==> src/rtl/firebird7_in_gate1_hdspsr_trim_apply_ctrl.sv <==
// HDSPSR trim apply sequencer: picks the fuse or IJTAG override trim word, snapshots it,
// and loads every array in turn using a load/ack handshake with a bounded ack wait.
module firebird7_in_gate1_hdspsr_trim_apply_ctrl #(
   parameter int NUM_ARRAYS  = 4,
   parameter int ACK_TIMEOUT = 15,
   localparam int IDX_W      = (NUM_ARRAYS > 1) ? $clog2(NUM_ARRAYS) : 1
) (
   input  logic                  ijtag_tck,
   input  logic                  ijtag_reset,
   input  logic                  fuse_valid,
   input  logic [18:0]           fuse_trim,
   input  logic                  trim_ovrd_en,
   input  logic [18:0]           trim_ovrd,
   input  logic                  apply_req,
   input  logic [NUM_ARRAYS-1:0] array_ack,
   output logic [18:0]           trim_out,
   output logic [NUM_ARRAYS-1:0] array_load,
   output logic                  busy,
   output logic                  done,
   output logic                  trim_applied,
   output logic                  ack_err,
   output logic [IDX_W-1:0]      err_idx
);

   typedef struct packed {
      logic [2:0] wa;
      logic [1:0] ra;
      logic [1:0] wmce;
      logic [1:0] wpulse;
      logic       mce;
      logic       shutoff;
      logic       wa_disable;
      logic       stbyp;
      logic [3:0] rmce;
      logic [1:0] sbc;
   } trim_word_t;

   typedef enum logic [2:0] {
      ST_IDLE,
      ST_CAPTURE,
      ST_LOAD,
      ST_WAIT_ACK,
      ST_NEXT
   } state_t;

   localparam logic [IDX_W-1:0] LAST_IDX   = IDX_W'(NUM_ARRAYS - 1);
   localparam logic [7:0]       TIMER_LAST = 8'(ACK_TIMEOUT - 1);

   state_t           state;
   state_t           state_nxt;
   logic             pending;
   logic             fuse_seen;
   logic             ovrd_en_prev;
   logic [IDX_W-1:0] idx;
   logic [7:0]       timer;
   trim_word_t       trim_q;
   trim_word_t       eff_word;

   logic             trigger;
   logic             can_start;
   logic             start_sweep;
   logic             ack_hit;
   logic             timed_out;
   logic             last_array;

   // Trigger sources are all level/edge conditions evaluated every cycle, in any state.
   always_comb begin
      trigger    = (fuse_valid && !fuse_seen) || apply_req || (trim_ovrd_en != ovrd_en_prev);
      can_start  = trim_ovrd_en || fuse_valid;
      eff_word   = trim_ovrd_en ? trim_ovrd : fuse_trim;
      ack_hit    = array_ack[idx];
      timed_out  = !ack_hit && (timer == TIMER_LAST);
      last_array = (idx == LAST_IDX);
   end

   always_comb begin
      state_nxt   = state;
      start_sweep = 1'b0;
      case (state)
         ST_IDLE: begin
            if ((trigger || pending) && can_start) begin
               state_nxt   = ST_CAPTURE;
               start_sweep = 1'b1;
            end
         end
         ST_CAPTURE:  state_nxt = ST_LOAD;
         ST_LOAD:     state_nxt = ST_WAIT_ACK;
         ST_WAIT_ACK: begin
            if (ack_hit || timed_out) begin
               state_nxt = ST_NEXT;
            end
         end
         ST_NEXT:     state_nxt = last_array ? ST_IDLE : ST_LOAD;
         default:     state_nxt = ST_IDLE;
      endcase
   end

   // Triggers that cannot start a sweep right now collapse into a single pending flag.
   always_ff @(posedge ijtag_tck) begin
      if (ijtag_reset) begin
         state        <= ST_IDLE;
         pending      <= 1'b0;
         fuse_seen    <= 1'b0;
         ovrd_en_prev <= 1'b0;
      end else begin
         state        <= state_nxt;
         ovrd_en_prev <= trim_ovrd_en;
         if (fuse_valid) begin
            fuse_seen <= 1'b1;
         end
         if (start_sweep) begin
            pending <= 1'b0;
         end else if (trigger) begin
            pending <= 1'b1;
         end
      end
   end

   always_ff @(posedge ijtag_tck) begin
      if (ijtag_reset) begin
         trim_q       <= '0;
         idx          <= '0;
         timer        <= '0;
         ack_err      <= 1'b0;
         err_idx      <= '0;
         done         <= 1'b0;
         trim_applied <= 1'b0;
      end else begin
         done <= 1'b0;
         case (state)
            ST_IDLE: begin
               if (start_sweep) begin
                  trim_applied <= 1'b0;
               end
            end
            ST_CAPTURE: begin
               trim_q  <= eff_word;
               idx     <= '0;
               ack_err <= 1'b0;
               err_idx <= '0;
            end
            ST_LOAD: begin
               timer <= '0;
            end
            ST_WAIT_ACK: begin
               if (timed_out) begin
                  ack_err <= 1'b1;
                  if (!ack_err) begin
                     err_idx <= idx;
                  end
               end else if (!ack_hit) begin
                  timer <= timer + 8'd1;
               end
            end
            ST_NEXT: begin
               if (last_array) begin
                  done         <= 1'b1;
                  trim_applied <= 1'b1;
               end else begin
                  idx <= idx + IDX_W'(1);
               end
            end
            default: ;
         endcase
      end
   end

   always_comb begin
      array_load = '0;
      if (state == ST_LOAD) begin
         array_load[idx] = 1'b1;
      end
   end

   assign busy     = (state != ST_IDLE);
   assign trim_out = trim_q;

endmodule

==> config.mk <==
export PLATFORM = sky130hd
export DESIGN_NAME = firebird7_in_gate1_hdspsr_trim_apply_ctrl
export DESIGN_NICKNAME = d
export VERILOG_FILES = /design/src/rtl/firebird7_in_gate1_hdspsr_trim_apply_ctrl.sv
export SDC_FILE = /design/constraint.sdc
export NUM_CORES = 1
export LEC_CHECK = 0
export CAP_MARGIN = 40
export CORE_ASPECT_RATIO = 1.2
export CORE_MARGIN = 5
export CORE_UTILIZATION = 39
export DETAILED_ROUTE_END_ITERATION = 12
export HOLD_SLACK_MARGIN = 0.1
export PLACE_DENSITY_LB_ADDON = 0.05
export SLEW_MARGIN = 10
export SYNTH_ARGS = -nofsm -noshare
export SYNTH_HDL_FRONTEND = slang
export SYNTH_SLANG_ARGS = --single-unit
==> constraint.sdc <==
create_clock -name ijtag_tck -period 1.55 [get_ports ijtag_tck]
set_input_delay 0.3875 -clock ijtag_tck [delete_from_list [all_inputs] [get_ports ijtag_tck]]
set_output_delay 0.3875 -clock ijtag_tck [all_outputs]
set_load 0.05 [all_outputs]
==> flow_summary.toml, run 1 <==
[critical_path]
reg2reg_to = "timer[3]"
cp.required_ns = 1.16
cp_max_fo = 5
reg2reg_slack_ns = -0.09
arrival_ns = 1.27
crit_type = "register to primary output"
r2r-start = "idx[0]"
start_kind = "register"
reg2reg_depth = 5
worstSetupEndpointType = "primary output"

[routing]
avgRoutedWirePerCell_microns = 14.2
drtIter0Drc = 104
via_per_inst = 5.17
drc = 0
finalWirelength_microns = 5380
via_count = 1958
final_antenna_net_count = 0
drt-pass1-iter-count = 4

[power]
totalPowerFinal_w = 0.00335
leakage_nw = 1.40
powerDensity_mw_per_mm2 = 944
ir_worst_vdd_v = 0.000673

[timing]
relSlewSlack_pct = 76.0
setup_ws_ns = -0.110
fin_crit_ns = 1.66
hold_violations = 0
skew_ns = 0.00293
fmax_mhz = 602
finalSetupViolations = 13
tns_ns = -0.879
grt_setup_unrepaired = "yes"
period_share_pct = 107
timing.hold.ws_ns = 0.510
drv_slew = 0
tightest_slew_ns = 0.359

[clock_tree]
clock_tree.root_cell = "clkbuf_8"
clock_sinks = 40
insertion_delay_ns = 0.29
path_clk_slew_ns = 0.07
cts-buffers-inserted = 5
clk_path_buf_depth = 2
cts_tree = "yes"
cts_hold_buf = 0
cts-htree-levels = 2

[grt]
grt_use_total_pct = 16.1
grt_start_max_net_pins = 39
antenna_found_initial = 0
grt_pass1_vias = 1875
grt_pass1_wl_microns = 8120
gr-total-overflow = 0

[run_status]
outcome = "finished with violations"
violations = "negative setup slack"

[placement]
gp_congestion = 0.778
portBuffers = 75
placed_area_sq_mm = 0.00319
dp_hpwl_microns = 3660

[die]
die_area_sq_mm = 0.00651
fp-row-count = 28
die_h_microns = 87.4
start_util_pct = 39.7
die-width_microns = 74.5
core_area_sq_mm = 0.00490
io_pins = 76

[yosys]
netlist_instances = 220
yosysUniqueCellTypes = 42
ys_seq_area_share_pct = 41.1
synth_flop_cell = "dfxtp_1"
syn-num-nets = 273
ys_warn_count = 0
synthArstFlopShare_pct = 0
synth_seq_cells = 40
synth_edf_count = 0
synth_area_sq_mm = 0.00195
synth_area_per_cell_sq_um = 8.85

[finish]
drive_above_1_share_pct = 32.9
syn_to_final_growth_pct = 82.1
final_area_sq_mm = 0.00355
n_fill_cell = 362
num_antenna_cells = 0
layout.cells.most_common_list = "clkdlybuf4s50_1, dfxtp_1, buf_12"
fin_nets = 372
final_common_cell = "clkdlybuf4s50_1"
final_util_pct = 72.3

[hold_path]
holdPathEnd = "ack_err"
hold_start = "ack_err"
min_path_cells = 2
worstHoldPathType = "register to register"

[job]
maxCapViolations = 0
[cell families (layout without fill, tap and decap cells)]
| family | after synthesis | count (layout) | share of synthesized area, % |
|---|---|---|---|
| AOI/OAI and AO/OA | 48 | 49 | 16.4 |
| and+or+nand+nor | 81 | 81 | 21.2 |
| DFF | 40 | 40 | 41.1 |
| buffers and inverters | 22 | 120 | 5.01 |
| adders and majority gates | 6 | 6 | 3.86 |
| xor gates and xnor gates | 2 | 2 | 0.900 |
| muxes | 21 | 21 | 11.5 |
[Yosys cell counts (all sizes together), types with 4 or more instances]
cell type  count  share of area, %
a211oi        20               7.7
a21oi         10               2.6
and3           5               1.6
buf            7               2.1
clkbuf        10               1.9
dfxtp         40                41
ha             6               3.9
inv            5              0.96
mux2i         19               9.8
nand2         10               2.1
nand2b         4               1.3
nand3          6               1.5
nor2          30               5.9
o21ai          8               2.2
or3            5               1.6
[worst max-delay path: stages (launching register included)]
cell and delay [ns]:
dfxtp_4 0.36, buf_6 0.13, inv_6 0.04, ha_4 0.14, and3_4 0.16, buf_12 0.14
[final cells by class]
cell class / count / area (sq um) / share of cell area [%]
Timing Repair Buffer: 108 / 1350 / 38.1
Multi-Input combinational cell: 159 / 1210 / 34.0
Clock inverter: 1 / 5.00 / 0.141
Inverter: 5 / 23.8 / 0.670
Clock buffer: 6 / 72.6 / 2.05
Sequential cell: 40 / 813 / 22.9
Tap cell: 60 / 75.1 / 2.12
[report_power, final]
part / internal, W / total [W] / leakage, nW / switching, W
logic: 0.000728 / 0.00145 / 1.03 / 0.000726
registers: 0.00113 / 0.00123 / 0.331 / 0.000102
clock network: 0.000306 / 0.000659 / 0.0410 / 0.000353
total: 0.00217 / 0.00335 / 1.40 / 0.00118
[how the worst max path moves through the flow]
| stage | startpoint | end | slack (ns) | cells after the start |
|---|---|---|---|---|
| detailed placement | array_ack[3] | timer[4] | -0.57 | 6 |
| global placement | array_ack[3] | timer[4] | -0.52 | 6 |
| floorplan | idx[0] | timer[1] | -0.08 | 6 |
| global route | idx[0] | timer[7] | -0.16 | 5 |
| finish | idx[0] | array_load[0] | -0.11 | 5 |
| CTS | idx[1] | array_load[1] | -0.13 | 4 |
[registers in the layout (all words and copies together) (netlist names), 2 cells and up]
name	cells
state	3
timer	8
err_idx	2
idx	2
trim_out	19
[per-layer routing]
| metal | part of all wire (%) | track usage [%] | routed length (microns) |
|---|---|---|---|
| met1 | 38 | 18.1 | 2070 |
| met2 | 50 | 26.1 | 2680 |
| met3 | 9.9 | 6.47 | 531 |
| met4 | 2.0 | 7.61 | 108 |
| met5 | 0 | 0 | 0 |
[per-stage QoR]
step | setup WS (ns) | instances
after floorplan | -0.0787 | 220
after global placement | -0.519 | 362
after detailed placement | -0.568 | 362
after CTS | -0.125 | 376
after global routing | -0.160 | 379
final | -0.110 | 379
[what timing repair did]
| item | CTS | global route |
|---|---|---|
| hold endpoints to repair | 0 | 0 |
| endpoints found under the setup margin | 14 | 28 |
| gates resized for setup | 39 | 10 |
| setup buffers | 6 | 1 |
| cloned | 1 | 2 |
| pin swaps | 8 | 7 |
No activity file was read; power rests on OpenSTA's default activity.
==> run 2, diff against run 1 <==
--- a/config.mk
+++ b/config.mk
@@ -6,13 +6,15 @@
 export NUM_CORES = 1
 export LEC_CHECK = 0
 export CAP_MARGIN = 40
+export CELL_PAD_IN_SITES_DETAIL_PLACEMENT = 0
+export CELL_PAD_IN_SITES_GLOBAL_PLACEMENT = 1
 export CORE_ASPECT_RATIO = 1.2
 export CORE_MARGIN = 5
-export CORE_UTILIZATION = 39
+export CORE_UTILIZATION = 28
 export DETAILED_ROUTE_END_ITERATION = 12
 export HOLD_SLACK_MARGIN = 0.1
 export PLACE_DENSITY_LB_ADDON = 0.05
-export SLEW_MARGIN = 10
+export SLEW_MARGIN = 25
 export SYNTH_ARGS = -nofsm -noshare
 export SYNTH_HDL_FRONTEND = slang
 export SYNTH_SLANG_ARGS = --single-unit
==> run 2 against run 1 <==
The run still ends with negative setup slack left. Clock-buffer cell count unchanged. Combinational power down 4%. Critical path type unchanged. First-iteration DRC count down 41%. Hold slack better by 0.0013 ns. Final area up 1.4%. Non-clock buffer count up 2. Largest power group unchanged.
==> flow_summary.toml, run 2 (synthesis results as in run 1) <==
[timing]
finalSetupViolations = 14
drv_slew = 0
relSlewSlack_pct = 73.6
hold_violations = 0
tns_ns = -1.10
skew_ns = 0.00666
period_share_pct = 107
grt_setup_unrepaired = "yes"
setup_ws_ns = -0.112
tightest_slew_ns = 0.392
timing.hold.ws_ns = 0.511
fin_crit_ns = 1.66
fmax_mhz = 602

[critical_path]
arrival_ns = 1.27
reg2reg_slack_ns = -0.11
cp.required_ns = 1.16
cp_max_fo = 5
worstSetupEndpointType = "primary output"
r2r-start = "idx[0]"
reg2reg_to = "timer[4]"
reg2reg_depth = 5
crit_type = "register to primary output"
start_kind = "register"

[finish]
fin_nets = 374
syn_to_final_growth_pct = 84.8
final_util_pct = 52.8
num_antenna_cells = 0
final_common_cell = "clkdlybuf4s50_1"
drive_above_1_share_pct = 33.0
largest_reg_flops = 19
layout.cells.most_common_list = "clkdlybuf4s50_1, dfxtp_1, buf_12, buf_4, nor2_1"

[clock_tree]
insertion_delay_ns = 0.29
clock_tree.root_cell = "clkbuf_8"
clock_sinks = 40
cts_tree = "yes"
path_clk_slew_ns = 0.08
clk_path_buf_depth = 2
cts-htree-levels = 2
cts_hold_buf = 0
cts-buffers-inserted = 5

[power]
leakage_nw = 1.40
powerDensity_mw_per_mm2 = 915
ir_worst_vdd_v = 0.000424
totalPowerFinal_w = 0.00329

[grt]
grt_start_max_net_pins = 39
grt_use_total_pct = 12.6
gr-total-overflow = 0
grt_pass1_wl_microns = 8790
grt_pass1_vias = 1849
antenna_found_initial = 0

[placement]
portBuffers = 75
gp_congestion = 0.728
dp_hpwl_microns = 4000

[routing]
drc = 0
finalWirelength_microns = 5480
final_antenna_net_count = 0
via_count = 1935
drt-pass1-iter-count = 4
drtIter0Drc = 61
via_per_inst = 4.74
avgRoutedWirePerCell_microns = 13.4

[hold_path]
holdPathEnd = "timer[3]"
min_path_cells = 2
hold_start = "timer[3]"
worstHoldPathType = "register to register"

[die]
core_area_sq_mm = 0.00681
fp-row-count = 33
die_h_microns = 101
io_pins = 76
start_util_pct = 28.6
die-width_microns = 86.1
die_area_sq_mm = 0.00873

[run_status]
violations = "negative setup slack"
outcome = "finished with violations"

[job]
maxCapViolations = 0
-- run 2: repair_timing --
action,CTS,global route
setup buffers,3,3
gates cloned,1,0
endpoints found under the setup margin,14,18
pin swaps,5,12
gates resized for setup,26,26
-- run 2: critical path, stage by stage (launching register included) --
cell and delay, ns:
dfxtp_4 0.37, buf_8 0.13, inv_8 0.04, ha_4 0.14
and3_4 0.17, buf_12 0.14
-- run 2: metrics by stage --
stage | worst slack [ns] | cells | area, sq um
final | -0.112 | 408 | 3600
after global routing | -0.178 | 408 | 3600
after CTS | -0.155 | 405 | 3440
after detailed placement | -0.593 | 394 | 3260
after global placement | -0.533 | 394 | 3260
after floorplan | -0.0787 | 220 | 1960
-- run 2: worst max path at each step --
stage / from / endpoint / depth (start not counted)
final: idx[0] / array_load[2] / 5
after global routing: idx[0] / timer[7] / 5
after CTS: idx[0] / array_load[2] / 5
after detailed placement: array_ack[3] / timer[4] / 6
after global placement: array_ack[3] / timer[7] / 6
after floorplan: idx[0] / timer[1] / 6
-- run 2: routing by layer --
layer / share of wire (%) / track usage [%] / routed length (microns)
met3: 7.5 / 4.88 / 409
met4: 1.5 / 4.02 / 84
met5: 0 / 0 / 0
met2: 51 / 22.0 / 2790
met1: 40 / 14.1 / 2190
-- run 2: cell type report --
class	count	area, sq um
inverters	5	26.3
well taps	87	109
flip-flops and latches	40	817
fillers	643	3220
clock inverters	1	5.00
clock buffers	6	72.6
repair buffers	110	1330
multi-input cells	159	1240
-- run 2: report_power, final --
part,internal [W],total [W],switching [W]
Combinational,0.000702,0.00139,0.000690
Clock,0.000306,0.000659,0.000352
Sequential,0.00113,0.00124,0.000109
==> edit 1: new RTL, settings of run 2 <==
Change the parameter `NUM_ARRAYS` from 4 to 8.
--- a/src/rtl/firebird7_in_gate1_hdspsr_trim_apply_ctrl.sv
+++ b/src/rtl/firebird7_in_gate1_hdspsr_trim_apply_ctrl.sv
@@ -1,7 +1,7 @@
 // HDSPSR trim apply sequencer: picks the fuse or IJTAG override trim word, snapshots it,
 // and loads every array in turn using a load/ack handshake with a bounded ack wait.
 module firebird7_in_gate1_hdspsr_trim_apply_ctrl #(
-   parameter int NUM_ARRAYS  = 4,
+   parameter int NUM_ARRAYS  = 8,
    parameter int ACK_TIMEOUT = 15,
    localparam int IDX_W      = (NUM_ARRAYS > 1) ? $clog2(NUM_ARRAYS) : 1
 ) (
Interface: changed (resized array_ack, array_load and err_idx); port bits go from 76 to 85. The function was not compared with the original's and may differ.
==> edit 1 against run 2 <==
The flow still finishes with violations (setup timing). Setup slack lost 0.14 ns. Area after synthesis grew 8.7%. Largest cell class unchanged. Sequential cell count grew 2. Via count grew 8.5%. Critical path depth grew 3. Wire length grew 11%. Total power grew 8.3%. Design area grew 14%.
==> edit 1: results (changes against run 2) <==
crit_path_top_delay_cell: "clkdlybuf4s50_1"  # was dfxtp_4
yosysSeqAreaShare_pct: 39.74  # was 41.13%
setup_ws_ns: -0.2521  # was -0.1123 ns
setup_viol: 24  # was 14
dp_cells: 426  # was 394
avgSynthCellArea_um2: 8.816  # was 8.849 um2
grt_usage_pct: 12.51  # was 12.63%
place_area_um2: 3712  # was 3257 um2
h-tree-depth: 2  # unchanged
finalWeightedCongestion: 0.7036  # was 0.7283
insertion_delay_ns: 0.29  # about the same
crit_arrival_ns: 2.00  # was 1.27 ns
cts.path.max_buffers: 2  # unchanged
clock_skew_ns: 0.006684  # was 0.006660 ns
power.internal_mw: 2.480  # was 2.139 mW
min_path_type: "reg2reg"  # unchanged
synthDistinctLibCells: 44  # was 42
n_fill_cell: 692  # was 643
final_hold_viol_count: 0  # unchanged
grt_pass1_vias: 2066  # was 1849
power_leakage_nw: 1.585  # was 1.404 nW
io_buffers: 84  # was 75
ys_top_cells_by_area: "dfxtp_1, mux2i_1, nor2_1, a211oi_1, ha_1"  # was dfxtp_1, mux2i_1, a211oi_1, nor2_1, ha_1
critical-path-max-stage-delay_ns: 0.39  # was 0.37 ns
slew_headroom_pct: 76.92  # was 73.60%
hold_ws_ns: 0.5113  # was 0.5112 ns
nNetsFinal: 405  # was 374
outcome: "complete, but fails checks"  # unchanged
diodes: 0  # unchanged
via_per_inst: 4.762  # was 4.743
drt_iter0_markers: 52  # was 61
final_cells: 441  # was 408
drive_above_1_share_pct: 36.18  # was 33.02%
path_clk_slew_ns: 0.09
drt-pass1-iter-count: 6  # was 4
tns_ns: -4.446  # was -1.095 ns
dpl.hpwl_um: 4428  # was 4003 um
violations: "setup timing"  # unchanged
ir_worst_vdd_v: 0.0004859  # was 0.0004240 V
avgRoutedWirePerCell_um: 13.74  # was 13.43 um
syn_nets: 295  # was 273
antenna_found_initial: 0  # unchanged
grt_pass1_wl_um: 9377  # was 8790 um
synth_commonest_cells: "nor2_1, dfxtp_1, a211oi_1, mux2i_1, clkbuf_1"  # was dfxtp_1, nor2_1, a211oi_1, mux2i_1
edit 1: cell types whose count changed after synthesis, moves of 4 or more:
cell     before  now
nor2_1       29   47
nor2b_1       1    5
o21ai_0       7    1
o21ai_1       0    4
or3_1         5    0
xor2_1        1    5
edit 1: power by group through the flow:
stage | Sequential [mW] | Clock [mW] | Combinational [mW]
after global placement | 1.27 | 0 | 1.13
after global routing | 1.26 | 1.16 | 1.30
after CTS | 1.24 | 1.13 | 1.17
after detailed placement | 1.27 | 0 | 1.14
after floorplan | 1.46 | 0 | 0.355
final | 1.25 | 1.10 | 1.22
edit 1: cells by family (layout without fill, tap and decap cells):
kind of cell | count (synthesis) | count (layout) | synth area share [%]
simple gates | 98 | 98 | 23.60
compound gates | 44 | 44 | 15.43
flops | 42 | 42 | 39.74
mux | 24 | 24 | 11.77
buf+inv | 22 | 133 | 4.612
xor+xnor | 6 | 6 | 2.484
fa+ha+maj | 4 | 4 | 2.366
edit 1: final cells by class:
cell class,instances,area [um2],area share [%]
clock inverters,2,60.06,1.470
repair buffers,121,1544,37.78
multi-input cells,176,1415,34.63
clock buffers,6,82.58,2.021
flip-flops and latches,42,854.6,20.91
well taps,90,112.6,2.756
inverters,4,17.52,0.4287
edit 1: metal layers:
layer	global-route usage, %	share of wire (%)
met1	13.98	40
met2	20.76	49
met3	5.543	9.9
met4	4.468	1.4
met5	0	0
edit 1: through the flow:
stage / total power, mW / setup WS, ns / util [%]
after detailed placement: 2.406 / -0.5304 / 50.74
after global routing: 3.720 / -0.3115 / 55.85
after floorplan: 1.819 / -0.1147 / -
after global placement: 2.398 / -0.5287 / 50.74
after CTS: 3.546 / -0.2260 / 53.69
final: 3.564 / -0.2521 / 55.85
edit 1: critical path: cells and delay by family:
kind / cells / cell delay [ns]
AO/OA/AOI/OAI: 3 / 0.45
multiplexers: 1 / 0.26
buffers and inverters: 3 / 0.71
AND/OR/NAND/NOR: 1 / 0.18
edit 1: worst paths after layout:
path	from	to	cells past startpoint
worst max register to register	idx[0]$_SDFFE_PP0P_	timer[3]$_SDFFE_PP0P_	7
worst min register to register	err_idx[0]$_SDFFE_PP0P_	err_idx[0]$_SDFFE_PP0P_	2
worst max-delay path	array_ack[3]	timer[3]$_SDFFE_PP0P_	8
worst min-delay path	err_idx[0]$_SDFFE_PP0P_	err_idx[0]$_SDFFE_PP0P_	2
edit 1: repair_timing:
item                       in CTS  in global routing
setup endpoints to repair      29                 41
hold buffers                    0                  0
setup buffers                   2                  4
gates resized for setup        20                 23
gates cloned                    0                  2
pin swaps                       6                 15
==> edit 2: new RTL, settings of run 2 <==
Made on the original files. Encoding of `state_t`: now one-hot (5 bits for 5 states).
--- a/src/rtl/firebird7_in_gate1_hdspsr_trim_apply_ctrl.sv
+++ b/src/rtl/firebird7_in_gate1_hdspsr_trim_apply_ctrl.sv
@@ -35,12 +35,12 @@
       logic [1:0] sbc;
    } trim_word_t;
 
-   typedef enum logic [2:0] {
-      ST_IDLE,
-      ST_CAPTURE,
-      ST_LOAD,
-      ST_WAIT_ACK,
-      ST_NEXT
+   typedef enum logic [4:0] {
+      ST_IDLE     = 5'b00001,
+      ST_CAPTURE  = 5'b00010,
+      ST_LOAD     = 5'b00100,
+      ST_WAIT_ACK = 5'b01000,
+      ST_NEXT     = 5'b10000
    } state_t;
 
    localparam logic [IDX_W-1:0] LAST_IDX   = IDX_W'(NUM_ARRAYS - 1);
Formal check against the unedited RTL: same outputs for any inputs over 10 cycles, from zero or initial values and one cycle with ijtag_reset high; not proved beyond that.
==> edit 2 against run 2 <==
The run still ends with setup timing left. Sequential cell count up 2. Total power decreased by 16%. Setup slack worse by 0.18 ns. Critical path type is now reg2reg. Global-route usage grew 1.7 points. Via count rose by 15%. Area after synthesis increased by 6.7%. Largest power group is now sequential cells. Design area increased by 14%. Fmax fell by 9.9%. First-iteration DRC count up 4.9%. Utilization is 3.9 points higher. Sequential power fell by 4%. Wire length rose by 22%.
==> edit 2: results (changes against run 2) <==
outcome: "complete, but fails checks"  # unchanged
violations: "setup timing"  # unchanged
ys_top_cells_by_area: "dfxtp_1, mux2i_1, a211oi_1, nor2_1, ha_1"  # unchanged
place_area_um2: 3546  # was 3257 um2
setup_viol: 22  # was 14
wirelength_um: 6679  # was 5479 um
synthAdderAreaFrac_pct: 3.612  # was 3.856%
cts_buffers: 5  # unchanged
cts_root_buf: "clkbuf_8"  # unchanged
finalWeightedCongestion: 0.8305  # was 0.7283
dpl.hpwl_um: 4479  # was 4003 um
synthDistinctLibCells: 47  # was 42
critical-path-max-stage-delay_ns: 0.56  # was 0.37 ns
slew_headroom_pct: 68.71  # was 73.60%
grt_pass1_vias: 2254  # was 1849
setup_ws_ns: -0.2948  # was -0.1123 ns
power_leakage_nw: 1.618  # was 1.404 nW
synth_ff_type: "dfxtp_1"  # unchanged
use_met2_pct: 23.62  # was 22.02%
clock_skew_ns: 0.004937  # was 0.006660 ns
grt_usage_pct: 14.35  # was 12.63%
yosysSeqAreaShare_pct: 40.46  # was 41.13%
dp_cells: 418  # was 394
tns_ns: -4.226  # was -1.095 ns
insertion_delay_ns: 0.29  # about the same
synth-compound-area-share_pct: 17.16  # was 16.39%
synth-xor-area-share_pct: 0.8429  # was 0.8997%
syn_nets: 280  # was 273
final_hold_viol_count: 0  # unchanged
via_per_inst: 4.916  # was 4.743
grtUsageMet1_pct: 17.12  # was 14.12%
synth_commonest_cells: "dfxtp_1, nor2_1, a211oi_1, mux2i_1, nand3_1"  # was dfxtp_1, nor2_1, a211oi_1, mux2i_1
drt_iter0_markers: 64  # was 61
crit_arrival_ns: 2.07  # was 1.27 ns
cp_max_fo: 6  # was 5
muxShareOfSynthArea_pct: 10.23  # was 11.50%
critPathTopFamily: "simple AND/OR/NAND/NOR gates"  # was flip-flops
drt-pass1-iter-count: 4  # unchanged
ys_warn_count: 0  # unchanged
met3_usage_pct: 4.675  # was 4.882%
drive_above_1_share_pct: 43.53  # was 33.02%
crit_path_top_delay_cell: "mux4_2"  # was dfxtp_4
ir_worst_vdd_v: 0.0003862  # was 0.0004240 V
place_ws_ns: -0.7177  # was -0.5932 ns
grt_pass1_wl_um: 10700  # was 8790 um
avgRoutedWirePerCell_um: 14.74  # was 13.43 um
avgSynthCellArea_um2: 9.155  # was 8.849 um2
path_clk_slew_ns: 0.08  # about the same
[edit 2: cell types whose count changed after synthesis, moves of 4 or more]
cell,run 2,this run
nand2_1,9,1
nand4b_1,0,4
nand3_1,6,12
or4_1,2,6
o21ai_0,7,1
nor2_1,29,33
[edit 2: path summary, 6_finish.rpt]
check	start	endpoint	slack, ns	cells past startpoint
hold / removal	fuse_seen$_SDFFE_PP0P_	fuse_seen$_SDFFE_PP0P_	0.49	2
setup / recovery	idx[0]$_SDFFE_PP0P_	timer[5]$_SDFFE_PP0P_	-0.29	4
setup reg to reg	idx[0]$_SDFFE_PP0P_	timer[5]$_SDFFE_PP0P_	-0.29	4
hold reg to reg	fuse_seen$_SDFFE_PP0P_	fuse_seen$_SDFFE_PP0P_	0.49	2
[edit 2: where the power goes]
group | internal (mW) | switching, mW | leakage, nW | total (mW)
registers | 1.13 | 0.0594 | 0.344 | 1.19
clock network | 0.311 | 0.368 | 0.0383 | 0.679
logic | 0.482 | 0.406 | 1.24 | 0.887
total | 1.93 | 0.833 | 1.62 | 2.76
[edit 2: final cells by class]
cell class / instances / area [um2]
Timing Repair Buffer: 144 / 1632
Clock buffer: 7 / 76.32
Sequential cell: 42 / 853.3
Tap cell: 90 / 112.6
Inverter: 5 / 18.77
Multi-Input combinational cell: 165 / 1411
Fill cell: 656 / 3128
[edit 2: what timing repair did]
item	in CTS	in global routing
resized for setup	45	18
pin swaps	24	9
cloned	1	1
endpoints found under the hold margin	0	0
endpoints found under the setup margin	22	43
buffers inserted	21	6
[edit 2: routing by layer]
metal,up-vias,part of all wire [%]
li1,1122,-
met1,1029,42
met2,65,48
met3,11,7.3
met4,0,2.6
met5,-,0
[edit 2: tightest hold or removal path, delay by kind of cell, from the launching register on]
kind | cells | cell delay [ns]
DFF | 1 | 0.34
and+or+nand+nor | 2 | 0.11
